===== src/rtl/spi_arb.sv =====
// Round-robin arbiter that shares one spi_if between NREQ requesters and loads the winner's config word first.
// Optional owner-inactivity watchdog is built when SPI_ARB_WDOG_EN is defined.
module spi_arb #(
   parameter int unsigned NREQ        = 2,
   parameter int unsigned IDLE_CYC    = 4,
   parameter int unsigned WDOG_CYCLES = 1024
) (
   input  logic                 clk,
   input  logic                 rst,
   input  logic [NREQ-1:0]      req,
   output logic [NREQ-1:0]      gnt,
   input  logic [NREQ*11-1:0]   req_cfg,
   input  logic [NREQ*11-1:0]   req_din,
   input  logic [NREQ-1:0]      req_wr,
   input  logic [NREQ-1:0]      req_rd,
   input  logic [NREQ-1:0]      req_cmd,
   output logic [NREQ-1:0]      req_ack,
   output logic [8:0]           req_dout,
   output logic [10:0]          spi_din,
   output logic                 spi_wr,
   output logic                 spi_rd,
   output logic                 spi_cmd,
   input  logic                 spi_ack,
   input  logic [8:0]           spi_dout,
   input  logic                 spi_ss,
   output logic                 wdog_err
);

   localparam int unsigned DW = 11;
   localparam int unsigned IW = (NREQ > 1) ? $clog2(NREQ) : 1;
   localparam int unsigned CW = $clog2(IDLE_CYC + 1);

   localparam logic [2:0] S_IDLE    = 3'd0;
   localparam logic [2:0] S_CFG     = 3'd1;
   localparam logic [2:0] S_CFG_ACK = 3'd2;
   localparam logic [2:0] S_OWN     = 3'd3;
   localparam logic [2:0] S_DRAIN   = 3'd4;

   logic [2:0]      state, state_d;
   logic [IW-1:0]   owner, owner_d;
   logic [IW-1:0]   last, last_d;
   logic [IW-1:0]   pick;
   logic            pick_vld;
   logic [CW-1:0]   dcnt, dcnt_d;
   logic            pend, pend_d;
   logic            own_stb;
   logic [NREQ-1:0] elig;
   logic [DW-1:0]   cfg_a [NREQ];
   logic [DW-1:0]   din_a [NREQ];

   for (genvar i = 0; i < NREQ; i++) begin : g_unpack
      assign cfg_a[i] = req_cfg[DW*i +: DW];
      assign din_a[i] = req_din[DW*i +: DW];
   end

   assign own_stb  = req_wr[owner] | req_rd[owner] | req_cmd[owner];
   assign req_dout = spi_dout;

`ifdef SPI_ARB_WDOG_EN
   localparam int unsigned WW = $clog2(WDOG_CYCLES + 1);

   logic [WW-1:0]   wcnt, wcnt_d;
   logic [NREQ-1:0] blk, blk_d;
   logic            revoke;

   // A revoked requester stays blocked until it drops its request once.
   assign elig = req & ~blk;
`else
   assign elig = req;
`endif

   // Round-robin pick: first eligible requester after the last winner, with wrap.
   always_comb begin
      pick_vld = 1'b0;
      pick     = '0;
      for (int unsigned k = 1; k <= NREQ; k++) begin
         if (!pick_vld && elig[IW'((32'(last) + k) % NREQ)]) begin
            pick_vld = 1'b1;
            pick     = IW'((32'(last) + k) % NREQ);
         end
      end
   end

   // Next-state logic.
   always_comb begin
      state_d = state;
      owner_d = owner;
      last_d  = last;
      dcnt_d  = '0;
      pend_d  = 1'b0;
`ifdef SPI_ARB_WDOG_EN
      wcnt_d  = '0;
      blk_d   = blk & req;
      revoke  = 1'b0;
`endif
      case (state)
         S_IDLE: begin
            if (pick_vld) begin
               owner_d = pick;
               last_d  = pick;
               state_d = S_CFG;
            end
         end
         S_CFG: state_d = S_CFG_ACK;
         S_CFG_ACK: begin
            if (spi_ack) state_d = req[owner] ? S_OWN : S_DRAIN;
         end
         S_OWN: begin
            pend_d = own_stb;
            if (!req[owner]) begin
               state_d = S_DRAIN;
            end
`ifdef SPI_ARB_WDOG_EN
            else if (own_stb) begin
               wcnt_d = '0;
            end else if (wcnt == WW'(WDOG_CYCLES - 1)) begin
               revoke       = 1'b1;
               blk_d[owner] = 1'b1;
               state_d      = S_DRAIN;
            end else begin
               wcnt_d = wcnt + WW'(1);
            end
`endif
         end
         S_DRAIN: begin
            // Link must stay quiet for IDLE_CYC consecutive cycles before regrant.
            if (spi_ss) begin
               if (dcnt == CW'(IDLE_CYC - 1)) state_d = S_IDLE;
               else                           dcnt_d  = dcnt + CW'(1);
            end
         end
         default: state_d = S_IDLE;
      endcase
   end

   // Output decode; owner strobes pass straight through while it holds the link.
   always_comb begin
      gnt     = '0;
      req_ack = '0;
      spi_wr  = 1'b0;
      spi_rd  = 1'b0;
      spi_cmd = 1'b0;
      spi_din = '0;
      case (state)
         S_CFG: begin
            spi_cmd = 1'b1;
            spi_din = cfg_a[owner];
         end
         S_OWN: begin
            gnt[owner]     = req[owner];
            spi_wr         = req_wr[owner];
            spi_rd         = req_rd[owner];
            spi_cmd        = req_cmd[owner];
            spi_din        = din_a[owner];
            req_ack[owner] = spi_ack;
         end
         S_DRAIN: req_ack[owner] = spi_ack & pend;
         default: ;
      endcase
   end

   always_ff @(posedge clk or negedge rst) begin
      if (!rst) begin
         state <= S_IDLE;
         owner <= '0;
         last  <= IW'(NREQ - 1);
         dcnt  <= '0;
         pend  <= 1'b0;
      end else begin
         state <= state_d;
         owner <= owner_d;
         last  <= last_d;
         dcnt  <= dcnt_d;
         pend  <= pend_d;
      end
   end

`ifdef SPI_ARB_WDOG_EN
   always_ff @(posedge clk or negedge rst) begin
      if (!rst) begin
         wcnt     <= '0;
         blk      <= '0;
         wdog_err <= 1'b0;
      end else begin
         wcnt     <= wcnt_d;
         blk      <= blk_d;
         wdog_err <= revoke;
      end
   end
`else
   // Watchdog compiled out: the limit has no effect and the error output stays low.
   assign wdog_err = 1'b0 & (WDOG_CYCLES != 0);
`endif

endmodule

===== config.mk =====
export PLATFORM = sky130hd
export DESIGN_NAME = spi_arb
export DESIGN_NICKNAME = d
export VERILOG_FILES = /design/src/rtl/spi_arb.sv
export SDC_FILE = /design/constraint.sdc
export NUM_CORES = 1
export LEC_CHECK = 0
export ABC_AREA = 1
export BUFFER_PORTS_ARGS = -buffer_cell sky130_fd_sc_hd__clkbuf_2
export CAP_MARGIN = 10
export CORE_MARGIN = 1
export CORE_UTILIZATION = 40
export CTS_CLUSTER_DIAMETER = 120
export DETAILED_ROUTE_END_ITERATION = 12
export GPL_TIMING_DRIVEN = 0
export PLACE_DENSITY_LB_ADDON = 0.2
export REMOVE_ABC_BUFFERS = 1
export SLEW_MARGIN = 20
export SYNTH_ARGS = -nofsm -noshare
export SYNTH_HDL_FRONTEND = slang
export SYNTH_SLANG_ARGS = --single-unit

===== constraint.sdc =====
create_clock -name clk -period 1.9 [get_ports clk]
set_input_delay 0.095 -clock clk [delete_from_list [all_inputs] [get_ports clk]]
set_output_delay 0.095 -clock clk [all_outputs]
set_load 0.1 [all_outputs]

==> results list <==
- Die Y: 52.8 um
- In this run the cell area of the synthesized design comes to 0.00103 mm^2.
- The longest clock path from root to sink contains 2 buffers.
* Crit-path leading delay family: buffers and inverters
- From left edge to right edge, the die measures 52.8 um.
- Of the synthesized area, sequential elements account for 0.219.
* Max-slew violation total from the final report: 0
* Sequential cell area: 231 um^2
* Data arrival time of the critical path: 1.71 ns
* Finished layout cell area: 0.00146 mm^2
- Port Buffer Count: 73
- The signal on the critical path passes through inv_2, nand2_1, nor2_4, inv_2, o21ai_1, buf_6.
* Startpoint-to-endpoint class of the critical path: register to primary output
* Hpwl dp: 2100 um
- The top cell types in the final layout, fill and taps aside, are sky130_fd_sc_hd__nand2_1 (74), sky130_fd_sc_hd__clkbuf_2 (56), sky130_fd_sc_hd__clkbuf_4 (10), sky130_fd_sc_hd__nand3_1 (9), sky130_fd_sc_hd__nor2_1 (7).
* Clock latency reported for the late side of the worst-skew pair: 0.25 ns
- Clock period minus final worst setup slack: 1.80 ns
* Boundary pin count: 93
- Die Area: 0.00279 mm^2
* Worst-case setup margin in the final layout: 0.0962 ns
- The library cell used most frequently in the layout, excluding fill and tap cells, is sky130_fd_sc_hd__nand2_1.
- For this run, the slowest stage of the critical path takes 0.46 ns.
- Counting both buffers and inverters, the worst setup path holds a total of 3.
* Transition time at the pin with the least slew margin: 0.538 ns
- Maximum level of the CTS H-tree: 1
* Class of the tightest hold or removal check: input pin to register
* Clock slew seen by the registers of the worst setup and hold paths: 0.06 ns
- Via density: 4.87
* Cts bufs inserted: 3
- For this run, asynchronously set or reset flops after synthesis account for 1.00.
- In the final routed layout, each cell accounts on average for 10.3 um.
- Synthesis produced a netlist whose cell count is 168.
- Relative slew margins: 0.643
* Hold slack final: 0.0853 ns
* Starting Density: 0.420
* Critical path launch point type: register
* Dpl ws: -0.359 ns
- The count of final hold-check violations was 0.
* Final setup vio count: 0
* Summed negative setup slack over all endpoints: 0 ns
- The initial antenna violation count was 0.
- The number of global-route vias before repair was 1030.
- Clock root buffer master: sky130_fd_sc_hd__clkbuf_4
- Clock tree from TritonCTS: yes
* Number of synthesis warnings: 0
- The filler cells instantiated in the layout total 285.
- For this run, the top clock speed supported by timing is 554 MHz.
- Outcome: finished, final reports clean
- Detailed-route via count: 1276
* Num Clock Sinks: 9
* Seq cells post-synth: 9
* RSZ-0062 raised after global routing: true
- DRT antenna net count: 0
- Leakage: 0.870 nW
- Among the stages of the critical path, the cell type that occurs most often is sky130_fd_sc_hd__inv_2.
* Maximum number of pins on one net before global-route repair: 29
* Crit path max fanout: 7
- Synthesis instantiated 27 different standard cells from the library.
- CP endpoint kind: primary output
- After the first detailed-routing iteration, the DRC count stood at 15.
- Share of layout cells above drive strength 1: 0.397
- 0 antenna diodes ended up in the layout.
- VDD sags by at most 0.00114 V.
* Max cap viols: 0
- Power per standard cell area: 1760 mW/mm^2
* First drt pass iteration count: 4
* Remaining global-route overflow: 0
- The synthesized design contains 0 enable-type register cells.
- Number of placement rows: 18
- Remaining routing DRC violations: 0
* Post-Route WL: 2710 um
* Global-route wire length before repair: 4110 um
* Placeable Area: 0.00245 mm^2
* Total placed instance area: 0.00132 mm^2
- Across every metal layer, demand over resource in global routing totals 0.198.
- Averaged over all synthesized cells, the footprint is 6.14 um^2.
* Cell with the largest stage delay on the worst path: sky130_fd_sc_hd__dfrtp_1
* Clk_skew: 0.000875 ns
* Area taken by multi-input logic gates: 659 um^2
- After the last flow step, the layout net total stands at 299.
- The most used flip-flop cell after synthesis is sky130_fd_sc_hd__dfrtp_1.
- At the end of routability-driven placement, the weighted congestion stood at 0.758.
- From synthesis to final layout, the design area changed by 41.6%.
- For the worst setup path, the data required time is 1.80 ns.
- In the finished design, the share of the clock period the worst path needs comes to 0.949.
flip-flops by register name (all words and copies together), names as in the netlist:
name and flops:
dcnt 3, last 1, state 3, owner 1
pend 1
cell type report:
class | instances | area share
repair buffers | 76 | 0.318
multi-input cells | 133 | 0.451
flip-flops and latches | 9 | 0.158
well taps | 30 | 0.0257
inverters | 10 | 0.0291
clock buffers | 4 | 0.0180
worst paths after layout:
check / from / end / slack, ns / depth (start not counted)
max in group asynchronous: rst / last / 1.43 / 2
worst min-delay path: req[1] / last / 0.09 / 3
worst min register to register: dcnt[0] / dcnt[0] / 0.45 / 1
worst max register to register: owner / state[2] / 0.39 / 7
worst max-delay path: state[2] / spi_din[3] / 0.1 / 6
min in group asynchronous: rst / dcnt[1] / 0.22 / 2
synthesized netlist by cell type (3+ instances only):
| master | n | area [um^2] |
|---|---|---|
| sky130_fd_sc_hd__nor3_1 | 3 | 15.0 |
| sky130_fd_sc_hd__nor2_1 | 7 | 26.3 |
| sky130_fd_sc_hd__inv_2 | 4 | 15.0 |
| sky130_fd_sc_hd__nand2_1 | 74 | 278 |
| sky130_fd_sc_hd__inv_1 | 6 | 22.5 |
| sky130_fd_sc_hd__buf_4 | 11 | 82.6 |
| sky130_fd_sc_hd__a22o_1 | 6 | 52.6 |
| sky130_fd_sc_hd__nand3_1 | 9 | 45.0 |
| sky130_fd_sc_hd__buf_2 | 4 | 20.0 |
| sky130_fd_sc_hd__o21ai_0 | 6 | 30.0 |
| sky130_fd_sc_hd__dfrtp_1 | 8 | 200 |
| sky130_fd_sc_hd__mux2i_1 | 6 | 60.1 |
| sky130_fd_sc_hd__o21ai_1 | 5 | 25.0 |
worst register-to-register path, cell delays in order, from the launching register on:
cell	delay, ns
sky130_fd_sc_hd__dfrtp_4	0.64
sky130_fd_sc_hd__inv_6	0.15
sky130_fd_sc_hd__nand2_1	0.11
sky130_fd_sc_hd__nand2_1	0.08
sky130_fd_sc_hd__nand2_1	0.10
sky130_fd_sc_hd__nand3_1	0.10
sky130_fd_sc_hd__o21bai_1	0.14
sky130_fd_sc_hd__nand2_1	0.06
report_power, final:
part / switching [mW] / internal [mW]
Clock: 0.0631 / 0.0807
Sequential: 0.163 / 0.261
Combinational: 1.47 / 0.532
per-layer routing:
layer  share of wire  wire, um  global-route usage
met1            0.42      1140               0.237
met2            0.48      1300               0.327
met3           0.091       248              0.0609
met4          0.0052        14              0.0789
met5               0         0                   0
kinds of logic after synthesis:
logic type / after synthesis / share of synthesized area
flops: 9 / 0.219
mux: 6 / 0.0582
compound gates: 22 / 0.135
fa+ha+maj: 1 / 0.0121
other cells: 1 / 0.00363
buf+inv: 26 / 0.147
simple gates: 103 / 0.425
timing repair:
| action | 4_1_cts | 5_1_grt |
|---|---|---|
| resized for setup | 20 | 18 |
| setup endpoints to repair | 22 | 16 |
| hold endpoints to repair | 9 | 0 |
| setup buffers | 2 | 0 |
| pin swaps | 1 | 0 |
| hold buffers | 1 | 0 |
through the flow:
stage | power (mW) | utilization | cells
final | 2.57 | 0.595 | 262
after global routing | 2.74 | 0.595 | 262
after CTS | 2.52 | 0.584 | 262
after detailed placement | 2.26 | 0.538 | 255
after global placement | 2.26 | 0.538 | 255
after floorplan | 1.93 | - | 152
No activity file was read; power rests on OpenSTA's default activity.
